`src/rtl/ahb_sram_wbuf_ctrl.sv`:
```
// AHB slave to single-port SRAM bridge with a one-entry posted-write buffer.
// Define SRAM_WBUF_FWD_EN to forward buffered bytes to matching reads instead of stalling.
module ahb_sram_wbuf_ctrl #(
    parameter int DATA_WIDTH = 32,
    parameter int ADDR_WIDTH = 14
) (
    input  logic                    hclk,
    input  logic                    hreset,
    input  logic                    hsel,
    input  logic [1:0]              htrans,
    input  logic                    hwrite,
    input  logic [2:0]              hsize,
    input  logic [31:0]             haddr,
    input  logic [DATA_WIDTH-1:0]   hwdata,
    input  logic                    hready_in,
    output logic                    hready_out,
    output logic [1:0]              hresp,
    output logic [DATA_WIDTH-1:0]   hrdata,
    output logic                    sram_cs,
    output logic [DATA_WIDTH/8-1:0] sram_wen,
    output logic [ADDR_WIDTH-1:0]   sram_addr,
    output logic [DATA_WIDTH-1:0]   sram_wdata,
    input  logic [DATA_WIDTH-1:0]   sram_rdata
);
    localparam int NB = DATA_WIDTH / 8;
    localparam int LB = $clog2(NB);

    typedef enum logic [2:0] {
        S_IDLE, S_WR, S_RD, S_ERR1, S_ERR2, S_RRD, S_RFIN
    } state_t;

    state_t st, st_nxt;

    logic [ADDR_WIDTH-1:0] ph_addr, wb_addr, haddr_w;
    logic [NB-1:0]         ph_mask, wb_mask, lane_mask;
    logic [DATA_WIDTH-1:0] wb_data;
    logic                  wb_valid, wb_hit;
    logic                  acc, size_ok, align_ok, err;
    logic                  rd_acc, wr_acc, rd_req;
    logic                  rdy, ld, drain;
    logic                  unused;

    assign unused  = ^{haddr[31:ADDR_WIDTH+LB], haddr[LB-1:0], htrans[0]};
    assign haddr_w = haddr[ADDR_WIDTH+LB-1:LB];
    assign acc     = hsel & hready_in & htrans[1] & ~hreset;
    assign size_ok = int'(hsize) <= LB;
    assign err     = acc & ~(size_ok & align_ok);
    assign rd_acc  = acc & ~err & ~hwrite;
    assign wr_acc  = acc & ~err & hwrite;
    // raw read request: must not depend on hready_in to avoid a loop
    assign rd_req  = hsel & htrans[1] & ~hwrite;
    assign wb_hit  = wb_valid & (wb_addr == ph_addr);

    always_comb begin
        align_ok  = 1'b1;
        lane_mask = '0;
        for (int i = 0; i < LB; i++) begin
            if (i < int'(hsize) && haddr[i]) align_ok = 1'b0;
        end
        for (int i = 0; i < NB; i++) begin
            if (i >= int'(haddr[LB-1:0]) &&
                i < int'(haddr[LB-1:0]) + (1 << hsize))
                lane_mask[i] = 1'b1;
        end
    end

    always_comb begin
        rdy    = 1'b1;
        hresp  = 2'b00;
        hrdata = '0;
        ld     = 1'b0;
        unique case (st)
            S_WR: begin
                // wbuf still busy with the previous write while a read wants the port
                if (wb_valid && rd_req) rdy = 1'b0;
                else ld = 1'b1;
            end
            S_RD: begin
`ifdef SRAM_WBUF_FWD_EN
                for (int i = 0; i < NB; i++) begin
                    hrdata[8*i +: 8] = (wb_hit && wb_mask[i]) ?
                        wb_data[8*i +: 8] : sram_rdata[8*i +: 8];
                end
`else
                if (wb_hit) rdy = 1'b0;
                else hrdata = sram_rdata;
`endif
            end
            S_ERR1: begin
                rdy   = 1'b0;
                hresp = 2'b01;
            end
            S_ERR2: hresp = 2'b01;
            S_RRD:  rdy = 1'b0;
            S_RFIN: hrdata = sram_rdata;
            default: ;
        endcase
    end

    assign hready_out = rdy;

    always_comb begin
        st_nxt = st;
        if (rdy) begin
            if (err)         st_nxt = S_ERR1;
            else if (wr_acc) st_nxt = S_WR;
            else if (rd_acc) st_nxt = S_RD;
            else             st_nxt = S_IDLE;
        end else begin
            unique case (st)
                S_RD:    st_nxt = S_RRD;
                S_RRD:   st_nxt = S_RFIN;
                S_ERR1:  st_nxt = S_ERR2;
                default: st_nxt = st;
            endcase
        end
    end

    always_comb begin
        sram_cs    = 1'b0;
        sram_wen   = '1;
        sram_addr  = '0;
        sram_wdata = '0;
        drain      = 1'b0;
        if (rd_acc) begin
            sram_cs   = 1'b1;
            sram_addr = haddr_w;
        end else if (st == S_RRD) begin
            sram_cs   = 1'b1;
            sram_addr = ph_addr;
        end else if (wb_valid) begin
            sram_cs    = 1'b1;
            sram_wen   = ~wb_mask;
            sram_addr  = wb_addr;
            sram_wdata = wb_data;
            drain      = 1'b1;
        end
    end

    always_ff @(posedge hclk) begin
        if (hreset) begin
            st       <= S_IDLE;
            ph_addr  <= '0;
            ph_mask  <= '0;
            wb_valid <= 1'b0;
            wb_addr  <= '0;
            wb_mask  <= '0;
            wb_data  <= '0;
        end else begin
            st <= st_nxt;
            if (rd_acc || wr_acc) begin
                ph_addr <= haddr_w;
                ph_mask <= lane_mask;
            end
            // a load in the same cycle as a drain replaces the entry
            if (ld) begin
                wb_valid <= 1'b1;
                wb_addr  <= ph_addr;
                wb_mask  <= ph_mask;
                wb_data  <= hwdata;
            end else if (drain) begin
                wb_valid <= 1'b0;
            end
        end
    end
endmodule

```
`config.mk`:
```
export PLATFORM = sky130hd
export DESIGN_NAME = ahb_sram_wbuf_ctrl
export DESIGN_NICKNAME = d
export VERILOG_FILES = /design/src/rtl/ahb_sram_wbuf_ctrl.sv
export SDC_FILE = /design/constraint.sdc
export NUM_CORES = 1
export LEC_CHECK = 0
export ABC_CLOCK_PERIOD_IN_PS = 2900
export BUFFER_PORTS_ARGS = -buffer_cell sky130_fd_sc_hd__clkbuf_2
export CAP_MARGIN = 15
export CORE_MARGIN = 1.5
export CORE_UTILIZATION = 45
export CTS_CLUSTER_SIZE = 24
export DETAILED_ROUTE_END_ITERATION = 6
export MAX_ROUTING_LAYER = met4
export PLACE_DENSITY = 0.8
export SLEW_MARGIN = 10
export SYNTH_ARGS = -nofsm -noshare
export SYNTH_HDL_FRONTEND = slang
export SYNTH_SLANG_ARGS = --single-unit
```
`constraint.sdc`:
```
create_clock -name hclk -period 2.9 [get_ports hclk]
set_input_delay 0.145 -clock hclk [delete_from_list [all_inputs] [get_ports hclk]]
set_output_delay 0.145 -clock hclk [all_outputs]
set_load 0.01 [all_outputs]
```
Word level (Yosys, flattened, before mapping)
Cells that the tools add are included.
Widths: inputs -> output; s select.
- flip-flop bits (word level): 72
- input bits: 106
- $add $sub $neg: 1
- $lt $le $gt $ge: 10
- equality and inequality tests: 7
- shifts and indexed selects: 1
- multiplexer cells: 34
- bitwise operators: 16
- reduce and logical (&&, ||, !) cells: 11
- operators by type and width (cell ; number):
    $mux 32 ; 4
    $lt 3x32->1 const A ; 2
    $pmux 32 s2 ; 1
    $mux 14 ; 3
    $add 3x32->32 ; 1
    $lt 1x32->1 const A ; 1
    $lt 2x32->1 const A ; 1
    $shl 1x3->32 const A ; 1
    $mux 1 ; 17
    $eq 14x14->1 ; 1
    $mux 4 ; 3
    $and 1x1->1 ; 11
    $eq 3x3->1 const B ; 3
    $pmux 3 s3 ; 1
    $eq 3x2->1 const B ; 2
    $logic_and 1x1->1 ; 6
    $lt 1x3->1 const A ; 2
    $mux 2 ; 3
    $ge 1x2->1 const A ; 2
    $not 1->1 ; 4
    $not 4->4 ; 1
    $reduce_bool 4->1 ; 1
    $reduce_or 2->1 ; 2
    $eq 3x1->1 const B ; 1
    other kinds (6) ; 6

Logic depth before layout (Yosys ltp)
- depth after elaboration: 14
- depth in mapped cells: 9
- mapped depth without buffers: 8

Worst setup path after synthesis
OpenSTA, ideal clock, no wires.
- path type: input port to flip-flop
- from: input port hsize[2]
- to: register ph_mask[0]
- data arrival time: 1.934 ns
- path slack: 0.895 ns
- stages: 9
- path buffers: 1
- path through: clkbuf_1 nor3_1 ha_1 fa_1 nor4bb_1 a21oi_1 nor4_1 or4_1 a21oi_1
- word-level cells in the longest chain between the ends: 11
- elaborated cells between the ends (all ways): 20
- classes of those cells: add/sub (1); order compare (4); shift (1); mux (3); bitwise (7); reduce/logical (4)
- RTL lines (what ; line ; RTL):
    start: declaration ; 12 ; input logic [2:0] hsize,
    parallel branches: the longest is 11 deep, another holds $add 3x32->32 ; -- ;
    end signal: assignment ; 153 ; ph_mask <= lane_mask;
    end: declaration ; 35 ; logic [NB-1:0] ph_mask, wb_mask, lane_mask;
Several ways; the timed one is not identified.
A chain may end at the register's enable or synchronous reset.

Worst setup path after layout
- from: register ph_addr[2]
- to: output port hrdata[31]
- word-level cells in the longest chain between the ends: 4
- RTL lines (what ; line ; RTL):
    start: declaration ; 34 ; logic [ADDR_WIDTH-1:0] ph_addr, wb_addr, haddr_w;
    start signal: assignment ; 152 ; ph_addr <= haddr_w;
    $eq 14x14->1 ; 52 ; assign wb_hit = wb_valid & (wb_addr == ph_addr);
    $and 1x1->1 ; 52 ;
    $mux 32 ; 85 ; if (wb_hit) rdy = 1'b0;
    $pmux 32 s2 ; 72 ; unique case (st)
    end: declaration ; 18 ; output logic [DATA_WIDTH-1:0] hrdata,
Every way passes these cells.

==> impl_metrics.ini <==
[finish]
drive_above_1_share = 0.304
synthToLayoutAreaGrowth_pct = 30.6
nFillCells = 727
finish.utilization = 0.618
nets = 784
antenna_cells = 0

[routing]
drc = 0
num_vias = 4115
routedWlPerCell_um = 13.5
dr.pass1.iters = 7
drt_iter0_drc = 192
wl_mm = 10.6
via_per_inst = 5.26
ant_nets = 0

[sta]
finClkSkew_ns = 0.00583
report.final.slew_viol_count = 0
finalCriticalPeriod_ns = 2.34
setup_viol = 0
finalHoldViolCount = 0
tns_ns = 0
max_freq_mhz = 427
post-route-period-util = 0.808
fin_ws_ns = 0.556
relSlewSlack = 0.504
rsz0062_at_grt = false
worstMarginPinSlew_ns = 0.744

[logic_synthesis]
syn_inst = 520
netlist.area_leader.share = 0.388
syn-num-nets = 629
ys_warn_count = 0
synth.yosys.seq_area_share = 0.388
yosys_register_bits = 72
synthFlopType = dfxtp_1
synth_enable_flop_cells = 0
syn-cell-area_um2 = 3720
avgSynthCellArea_um2 = 7.15
ys_top_cells_by_area = dfxtp_1, nand2_1, a21oi_1
yosys-top-cells-count = nand2_1, a21oi_1, dfxtp_1
synth_top_area_cell = dfxtp_1
ys_types = 39
ys_async_sr_fraction = 0
synth_most_common_cell = nand2_1

[grt]
grt_pass1_wl_mm = 17.1
grt_pass1_vias = 3839
track_usage = 0.250
grt_max_degree = 74
grt_overflow = 0
antenna_found_initial = 0

[die]
die_area_um2 = 8810
row_count = 32
core_um2 = 7850
fp.dieH_um = 93.9
initial_core_util = 0.474
die_x_um = 93.9
io_pins = 192

[clock_tree]
clock_sinks = 72
insertion_delay_ns = 0.33
clock_path_buffers = 2
htreeDepth = 3
cts_tree = done
clk_pin_slew_ns = 0.08
root_buffer = clkbuf_8
numCtsBuffers = 9
cts_resized = 0

[placed_design]
detailed_place_hpwl_mm = 7.40
dp_slack_ns = 0.690
portBuffers = 173
routabilityCongestion = 0.835

[worst_setup_path]
path_class = flip-flop to output pin
cp_cell_sequence = xnor2_1 > nand4_1 > nor4_1 > a211oi_2 > buf_4 > and2_1 > clkbuf_2
slowest_delay_ns = 0.48
critPathCaptureType = output pin
slowest_stage = nor4_1
rr_worst_depth = 5
cp-start-kind = flip-flop
crit_required_ns = 2.76
crit_fanout = 32
arrival_ns = 2.20

[pwr]
p_leak_uw = 0.00225
ir_drop_mv = 0.339
p_per_area_nw_per_um2 = 389

[run_status]
status = finished, final reports clean

[min_path]
holdCritPathClass = input pin to flip-flop
min_path_cells = 3

[flow_run]
cap_violations = 0
## worst max-delay path, delay by kind of cell (launching register included)
| family | cells | cell delay (ns) |
|---|---|---|
| buffers and inverters | 2 | 0.35 |
| flip-flops | 1 | 0.40 |
| AO/OA/AOI/OAI | 1 | 0.14 |
| XOR/XNOR | 1 | 0.16 |
| AND/OR/NAND/NOR | 3 | 0.81 |
## power breakdown
part	internal [uW]	switching [uW]	total, uW
clock	337	385	721
combinational	74.6	84.7	159
sequential	1000	8.10	1010
## worst paths after layout
check / startpoint / endpoint / slack, ns
worst min-delay path: haddr[15] / ph_addr[13]$_SDFFE_PP0P_ / 0.02
worst max register to register: ph_addr[4]$_SDFFE_PP0P_ / st[0]$_SDFFE_PP0P_ / 1.06
worst max-delay path: ph_addr[2]$_SDFFE_PP0P_ / hrdata[31] / 0.56
worst min register to register: wb_data[1]$_SDFFE_PP0P_ / wb_data[1]$_SDFFE_PP0P_ / 0.45
## cell usage in the layout, fill, tap and decap left out, types with 3 or more instances in the layout
master    count
clkbuf_2    173
xnor2_1      14
o21ai_0      19
or3_1         3
nand2_1     149
and2_1       34
nand4_1       4
nand3_1       6
nor2_1        5
buf_4        12
nand3b_1      4
nor4_1        3
nor3_1        4
and3_1       46
clkbuf_8     10
dfxtp_1      72
a21oi_1      82
## kinds of logic (layout without fill, tap and decap cells)
family	count (synthesis)	after routing	synth area share
AO/OA/AOI/OAI	113	113	0.163
XOR/XNOR	14	14	0.0330
adder cells (fa/ha/maj)	3	3	0.0121
buffers and inverters	46	206	0.0488
flip-flops	72	72	0.388
multiplexers	1	1	0.00269
other	1	1	0.00101
AND/OR/NAND/NOR	270	270	0.352
## per-layer routing
metal	global-route usage	wire length [um]
met1	0.272	4180
met2	0.461	5390
met3	0.0542	877
met4	0.0597	137
met5	-	0
## through the flow
| stage | std cells | hold slack (ns) | total power, uW | instance area (um2) |
|---|---|---|---|---|
| finish | 782 | 0.0155 | 1890 | 4850 |
| floorplan | 520 | 0.244 | 1100 | 3720 |
| detailed placement | 763 | 0.354 | 1190 | 4640 |
| global route | 782 | 0.00895 | 1970 | 4850 |
| CTS | 781 | 0.00282 | 1900 | 4840 |
| global placement | 763 | 0.346 | 1180 | 4640 |
## sequential cells by signal, indices dropped and copies added (netlist names)
| name | flops |
|---|---|
| wb_mask | 4 |
| wb_addr | 14 |
| st | 3 |
| wb_valid | 1 |
| ph_mask | 4 |
| ph_addr | 14 |
| wb_data | 32 |
## layout make-up
type                       count  area, um2  share of cell area
sequential                    72       1440               0.297
clock inverter                 6       43.8             0.00902
clock buffer                  10        138              0.0284
tap                          102        128              0.0263
inverter                       2       7.51             0.00155
timing repair buffer         188        991               0.204
multi-input combinational    402       2100               0.434
## repair_timing
action,in CTS,in global routing
hold endpoints to repair,2,0
hold buffers,2,0
setup buffers,0,0
Note: power is estimated with default switching activity, not from simulation.
